<file path="config.mk">
export PLATFORM = sky130hd
export DESIGN_NAME = cond_exec_stage
export DESIGN_NICKNAME = d
export VERILOG_FILES = /design/src/rtl/cond_exec_stage.sv
export SDC_FILE = /design/constraint.sdc
export NUM_CORES = 1
export LEC_CHECK = 0
export BUFFER_PORTS_ARGS = -buffer_cell sky130_fd_sc_hd__buf_2
export CAP_MARGIN = 25
export CORE_AREA = 2 2 94 96
export DETAILED_ROUTE_END_ITERATION = 7
export DIE_AREA = 0 0 96 98
export HOLD_SLACK_MARGIN = 0.1
export PLACE_DENSITY_LB_ADDON = 0.05
export SLEW_MARGIN = 20
export SYNTH_ARGS = -nofsm -noshare
export SYNTH_HDL_FRONTEND = slang
export SYNTH_SLANG_ARGS = --single-unit
</file>
<file path="constraint.sdc">
create_clock -name clk -period 1.9 [get_ports clk]
set_input_delay 0.19 -clock clk [delete_from_list [all_inputs] [get_ports clk]]
set_output_delay 0.19 -clock clk [all_outputs]
set_load 0.01 [all_outputs]
</file>
<file path="src/rtl/cond_exec_stage.sv">
// Execute-stage NZCV flags register and conditional-execution gate.
// Gates side effects and flag writes with the external checker decision and registers the result into EX/MEM.
module cond_exec_stage #(
  parameter int unsigned DATA_W = 32,
  parameter int unsigned REG_W  = 4
) (
  input  logic              clk,
  input  logic              rst_n,
  input  logic              flush,
  input  logic              in_valid,
  output logic              in_ready,
  input  logic [3:0]        in_cond,
  input  logic [3:0]        in_alu_flags,
  input  logic [1:0]        in_flag_write,
  input  logic              in_reg_write,
  input  logic              in_mem_write,
  input  logic              in_pc_src,
  input  logic [DATA_W-1:0] in_alu_result,
  input  logic [DATA_W-1:0] in_write_data,
  input  logic [REG_W-1:0]  in_rd,
  output logic [3:0]        cond_code,
  output logic [3:0]        nzcv,
  input  logic              cond_ex,
  output logic              out_valid,
  input  logic              out_ready,
  output logic              out_reg_write,
  output logic              out_mem_write,
  output logic              out_pc_src,
  output logic [DATA_W-1:0] out_alu_result,
  output logic [DATA_W-1:0] out_write_data,
  output logic [REG_W-1:0]  out_rd,
  output logic [15:0]       squash_count
);

  logic              accept;
  logic              exe_acc;
  logic              squash_acc;

  logic [3:0]        nzcv_q, nzcv_d;
  logic [15:0]       cnt_q, cnt_d;
  logic              valid_q, valid_d;
  logic              regw_q, regw_d;
  logic              memw_q, memw_d;
  logic              pcsrc_q, pcsrc_d;
  logic [DATA_W-1:0] alu_q, alu_d;
  logic [DATA_W-1:0] wdata_q, wdata_d;
  logic [REG_W-1:0]  rd_q, rd_d;

  // Flush blocks acceptance, so flag and counter updates keyed on accept never see a flushed instruction.
  assign in_ready   = !flush && (!valid_q || out_ready);
  assign accept     = in_valid && in_ready;
  assign exe_acc    = accept && cond_ex;
  assign squash_acc = accept && !cond_ex;

  assign cond_code = in_cond;
  assign nzcv      = nzcv_q;

  always_comb begin
    nzcv_d = nzcv_q;
    if (exe_acc) begin
      if (in_flag_write[1]) nzcv_d[3:2] = in_alu_flags[3:2];
      if (in_flag_write[0]) nzcv_d[1:0] = in_alu_flags[1:0];
    end
  end

  always_comb begin
    cnt_d = cnt_q;
    if (squash_acc && (cnt_q != '1)) cnt_d = cnt_q + 16'd1;
  end

  always_comb begin
    valid_d = valid_q;
    regw_d  = regw_q;
    memw_d  = memw_q;
    pcsrc_d = pcsrc_q;
    alu_d   = alu_q;
    wdata_d = wdata_q;
    rd_d    = rd_q;
    if (flush) begin
      valid_d = 1'b0;
      regw_d  = 1'b0;
      memw_d  = 1'b0;
      pcsrc_d = 1'b0;
    end else if (accept) begin
      valid_d = 1'b1;
      regw_d  = in_reg_write && cond_ex;
      memw_d  = in_mem_write && cond_ex;
      pcsrc_d = in_pc_src && cond_ex;
      alu_d   = in_alu_result;
      wdata_d = in_write_data;
      rd_d    = in_rd;
    end else if (out_ready) begin
      // Slot drains: controls clear, data is left as-is.
      valid_d = 1'b0;
      regw_d  = 1'b0;
      memw_d  = 1'b0;
      pcsrc_d = 1'b0;
    end
  end

  always_ff @(posedge clk or negedge rst_n) begin
    if (!rst_n) begin
      nzcv_q  <= '0;
      cnt_q   <= '0;
      valid_q <= 1'b0;
      regw_q  <= 1'b0;
      memw_q  <= 1'b0;
      pcsrc_q <= 1'b0;
      alu_q   <= '0;
      wdata_q <= '0;
      rd_q    <= '0;
    end else begin
      nzcv_q  <= nzcv_d;
      cnt_q   <= cnt_d;
      valid_q <= valid_d;
      regw_q  <= regw_d;
      memw_q  <= memw_d;
      pcsrc_q <= pcsrc_d;
      alu_q   <= alu_d;
      wdata_q <= wdata_d;
      rd_q    <= rd_d;
    end
  end

  assign out_valid      = valid_q;
  assign out_reg_write  = regw_q;
  assign out_mem_write  = memw_q;
  assign out_pc_src     = pcsrc_q;
  assign out_alu_result = alu_q;
  assign out_write_data = wdata_q;
  assign out_rd         = rd_q;
  assign squash_count   = cnt_q;

endmodule

</file>
### Yosys cells after proc, flatten, opt, wreduce, memory -nomap -nowiden

Index checks and enable logic that the tools add are counted.

| storage, ports and cells | value |
|---|---|
| register bits | 92 |
| input bits | 87 |
| word-level logic and storage cells | 38 |

| cells by class | value |
|---|---|
| add/sub/neg operators | 1 |
| equal/unequal tests | 1 |
| multiplexer cells | 9 |
| bitwise gates (word level) | 1 |
| reductions and logical operators | 16 |

Operators with widths:

| operator | count |
|---|---|
| $add 16x1->16 const B | 1 |
| $ne 16x16->1 const B | 1 |
| $mux 1 | 9 |
| $logic_and 1x1->1 | 8 |
| $reduce_and 2->1 | 3 |
| $logic_not 1->1 | 3 |
| $reduce_bool 3->1 | 1 |
| $logic_or 1x1->1 | 1 |
| $not 1->1 | 1 |

### Longest topological paths before layout

| depth | value |
|---|---|
| word-level depth | 6 |
| gate-level depth with buffers | 6 |
| gate-level depth less buffers | 5 |

### Least setup slack after synthesis

No wires, ideal clock.

| timing path | value |
|---|---|
| kind | flip-flop to flip-flop |
| start point | register cnt_q[0] (netlist: squash_count[0]) |
| end point | register cnt_q[1] (netlist: squash_count[1]) |
| setup time | 128 ps |
| arrival | 1469 ps |
| required time | 1772 ps |
| slack | 304 ps |
| cell stages (with the launch flop) | 6 |
| cells stage by stage | dfrtp_1 > ha_1 > and4_1 > nand4_1 > and2_1 > mux2_1 |

| between the ends | value |
|---|---|
| longest elaborated chain between the ends | 2 |
| elaborated cells between the ends (all ways) | 3 |
| those cells by class | add/sub (1); eq/ne (1); reduce/logical (1) |

Ends and longest elaborated chain:

| element | RTL line | source |
|---|---|---|
| from (decl) | 40 | `logic [15:0] cnt_q, cnt_d;` |
| from (signal assigned) | 114 | `cnt_q <= cnt_d;` |
| parallel branches: the longest is 2 deep, another holds $add 16x1->16 | - |  |

Parallel ways; which one is timed is not known.
A chain may end at the register's enable or synchronous reset.

### Worst setup path after layout

| timing path | value |
|---|---|
| start point | input flush |
| end point | register wdata_q[6] (netlist: out_write_data[6]) |

| between the ends | value |
|---|---|
| longest elaborated chain between the ends | 4 |
| elaborated cells between the ends (all ways) | 5 |
| those cells by class | bitwise (1); reduce/logical (4) |

Ends and longest elaborated chain:

| element | RTL line | source |
|---|---|---|
| from (decl) | 9 | `input logic flush,` |
| $logic_not 1->1 | 50 | `assign in_ready = !flush && (!valid_q \|\| out_ready);` |
| $logic_and 1x1->1 | 50 |  |
| $logic_and 1x1->1 | 51 | `assign accept = in_valid && in_ready;` |
| $reduce_and 2->1 (no source line) (*) | - |  |
| to (signal assigned) | 120 | `wdata_q <= wdata_d;` |
| to (decl) | 46 | `logic [DATA_W-1:0] wdata_q, wdata_d;` |

Every way passes the cells marked *; elsewhere a longest branch is shown, timed or not.

==> key figures <==
Yosys
  • Mapped Cells: 254
  • Synthesized area: 3710 um2
  • Yosys cell types: 24
  • Top cells by area, synth: dfrtp_1 62%, mux2_2 21%, xnor2_1 3.1%
  • Ys Warns: 0
  • Post-Syn Nets: 342
  • Synthesized area per cell: 14.6 um2
  • Seq/Total Area, Yosys: 62.0%
  • Cell taking the most area after synthesis: dfrtp_1
  • Synth top area share: 62.0%
  • Number of synthesized register bits: 92

Drt
  • Routed vias: 2926
  • DRT iter0 DRCs: 68
  • DR WL/cell: 14.2 um
  • Total wire length: 8.86 mm
  • Drt drc: 0
  • Post-route ant nets: 0
  • DR vias/cell: 4.69
  • Wl on met1: 3.72 mm
  • Drt pass-1 iters: 6
  • Met3 routed WL: 615 um
  • Met2 routed WL: 4.38 mm
  • Top Metal Used: met4

Final layout
  • Area of the multi-input gates: 1310 um2
  • FF/Latch Area: 2300 um2
  • Ant diodes: 0
  • Post-Route Utilization: 67.7%
  • Syn-to-layout area delta: 54.3%
  • Filler cell count: 645
  • Fin cells: 624
  • # nets final: 599
  • Fraction of layout cells with a size suffix above 1: 52.7%

Setup path
  • Critical Path End Type: flip-flop
  • Max stage delay cell, worst path: dlygate4sd3_1
  • CP top delay family: buffers and inverters
  • Crit-path cells: dlygate4sd3_1 > buf_2 > nor3b_4 > buf_12 > buf_12 > mux2_2
  • WP data required: 2.13 ns
  • CP arrival: 1.95 ns
  • Largest stage delay on the critical path: 0.55 ns
  • Max FO, Critical Path: 34
  • Critical setup path kind: primary input to flip-flop
  • Reg2Reg Setup Slack: 0.23 ns
  • Bufs and invs on worst path: 4
  • Setup crit start kind: primary input
  • Most used cell, CP: buf_12

Power and ir drop
  • Overall power: 4.97 mW
  • Clock network power share: 27.0%
  • Sequential share of power: 49.3%
  • Power density cells: 868 nW/um2
  • Combinational power share: 23.8%
  • Lkg Pwr: 2.74 nW
  • Max VDD drop: 0.516 mV
  • Psw: 1.36 mW
  • P_int: 3.61 mW
  • Net Sw Frac: 27.4%

Clock network
  • Max H-tree Level: 3
  • Worst-Skew Late Latency: 0.35 ns
  • CTS tree: built
  • Clock slew at reported path FFs: 0.08 ns
  • Max clock buf depth: 2
  • Cts bufs inserted: 9
  • Setup Fix Bufs, Post-CTS: 0
  • Clock Tree Root: clkbuf_8
  • # clock sinks: 92

STA
  • Fmax: 0.580 GHz
  • Min Hold Slack: 0.117 ns
  • Worst-margin pin slew: 0.525 ns
  • Rel. slew slack: 65.0%
  • Period utilization: 90.7%
  • Final setup TNS: 0 ns
  • Final hold violation count: 0
  • Final setup vio count: 0
  • Pins over their slew limit: 0
  • Unrepaired setup endpoints after global routing: false
  • Min Tclk post-route: 1.72 ns
  • Layout Skew: 0.00865 ns

Global route
  • Global-route wire length before repair: 13.8 mm
  • Grt total ovfl: 0
  • Total GRT Usage: 19.0%
  • Vias in the first global route: 2832
  • Initial antenna violation count: 0
  • Largest net degree at the start of global routing: 46

Floorplanning
  • Die Span Y: 98 um
  • # IOs: 184
  • Die width: 96 um
  • Site Rows: 34
  • Core area: 8470 um2
  • Initial Util: 43.9%
  • Die ar.: 9410 um2

Placement
  • Port Buf Inserts: 175
  • Routability cong.: 0.756
  • DP HPWL: 6.03 mm
  • Post-Place Cells: 531

Run
  • Max Cap Viol: 0

Worst hold path
  • Hold crit path type: primary input to flip-flop

Run status
  • Status: completed
[area by class of cell]
type	count	share of cell area [%]
Clock buffer	11	2.64
Sequential cell	92	40.2
Clock inverter	5	1.03
Timing Repair Buffer	260	30.7
Tap cell	108	2.36
Inverter	3	0.197
Multi-Input combinational cell	145	22.9
[cells in the final DEF, fill, tap and decap left out]
cell type and n:
buf_2 174, dfrtp_1 92, dlygate4sd3_1 77, mux2_2 68, xnor2_1 13, clkbuf_8 11, nand3_1 10, nand4_1 9
nand2_1 9, nor2_1 6, mux2_1 5, buf_4 5, and2_1 4, buf_12 4, and4_1 3, inv_1 3
a31oi_1 3, o21ai_0 3, nand3_2 2, and3_1 2, nor4_1 2, clkinvlp_4 2, nor2b_4 1, nor3b_4 1
nor4b_4 1, nor3_1 1, xor2_1 1, ha_1 1, inv_6 1, clkinv_2 1, bufinv_16 1
[registers in the layout, indices dropped and copies added, names as in the netlist]
register and cells:
out_rd 4, out_write_data 32, out_reg_write 1, out_pc_src 1, nzcv 4, out_mem_write 1, out_alu_result 32, out_valid 1
squash_count 16
[synth_stat cells]
cell and count:
nand2_1 9, nor4_1 2, buf_2 4, nor4b_4 1
nor3b_2 1, nand4_1 9, xnor2_1 13, nand3_2 2
and2_1 4, xor2_1 1, inv_1 3, buf_4 10
mux2_2 68, and3_1 2, nor2b_4 1, nand3_1 10
a31oi_1 3, mux2_1 5, o21ai_0 3, and4_1 3
dfrtp_1 92, nor3_1 1, ha_1 1, nor2_1 6
[stage by stage]
| step | instance area, um2 | setup slack, ns |
|---|---|---|
| 6_report | 5730 | 0.177 |
| 3_3_place_gp | 4750 | 0.273 |
| 3_5_place_dp | 4750 | 0.211 |
| 2_1_floorplan | 3710 | 0.304 |
| 4_1_cts | 5730 | 0.190 |
| 5_1_grt | 5730 | 0.134 |
[per-layer routing]
| layer | up-vias | global-route usage (%) |
|---|---|---|
| met1 | 1388 | 23.6 |
| met3 | 13 | 4.94 |
| met2 | 108 | 31.8 |
| li1 | 1417 | - |
| met5 | - | 0 |
| met4 | 0 | 6.81 |
[worst register-to-register path, cell delays in order, from the launching register on]
cell	delay [ns]
dfrtp_1	0.39
nor2b_4	0.16
nor3b_4	0.21
buf_12	0.25
buf_12	0.20
mux2_2	0.36
[logic make-up (layout without fill, tap and decap cells)]
kind of cell / Yosys count / after routing / share of synthesized area (%)
compound gates: 6 / 6 / 0.910
xor+xnor: 14 / 14 / 3.30
flops: 92 / 92 / 62.0
mux: 73 / 73 / 22.1
fa+ha+maj: 1 / 1 / 0.337
simple gates: 51 / 51 / 8.46
buf+inv: 17 / 279 / 2.86
[power groups by stage]
| stage | Combinational, mW | Sequential (mW) | Clock (mW) |
|---|---|---|---|
| 4_1_cts | 1.19 | 2.45 | 1.39 |
| 3_5_place_dp | 1.06 | 2.48 | 0 |
| 5_1_grt | 1.29 | 2.50 | 1.49 |
| 6_report | 1.18 | 2.45 | 1.34 |
| 2_1_floorplan | 0.372 | 2.64 | 0 |
| 3_3_place_gp | 1.06 | 2.47 | 0 |
[path summary, 6_finish.rpt]
| kind | from | end | cells past startpoint |
|---|---|---|---|
| max in group asynchronous | rst_n | out_rd[2] | 3 |
| worst min-delay path | in_valid | out_valid | 3 |
| worst max-delay path | flush | out_write_data[6] | 6 |
| worst min register to register | nzcv[2] | nzcv[2] | 1 |
| min in group asynchronous | rst_n | out_alu_result[3] | 2 |
| worst max register to register | out_valid | out_write_data[6] | 5 |
[what timing repair did]
action | CTS | global route
hold buffers | 77 | 0
gates resized for setup | 0 | 0
hold endpoints to repair | 114 | 0
(Power assumes the default switching activity.)
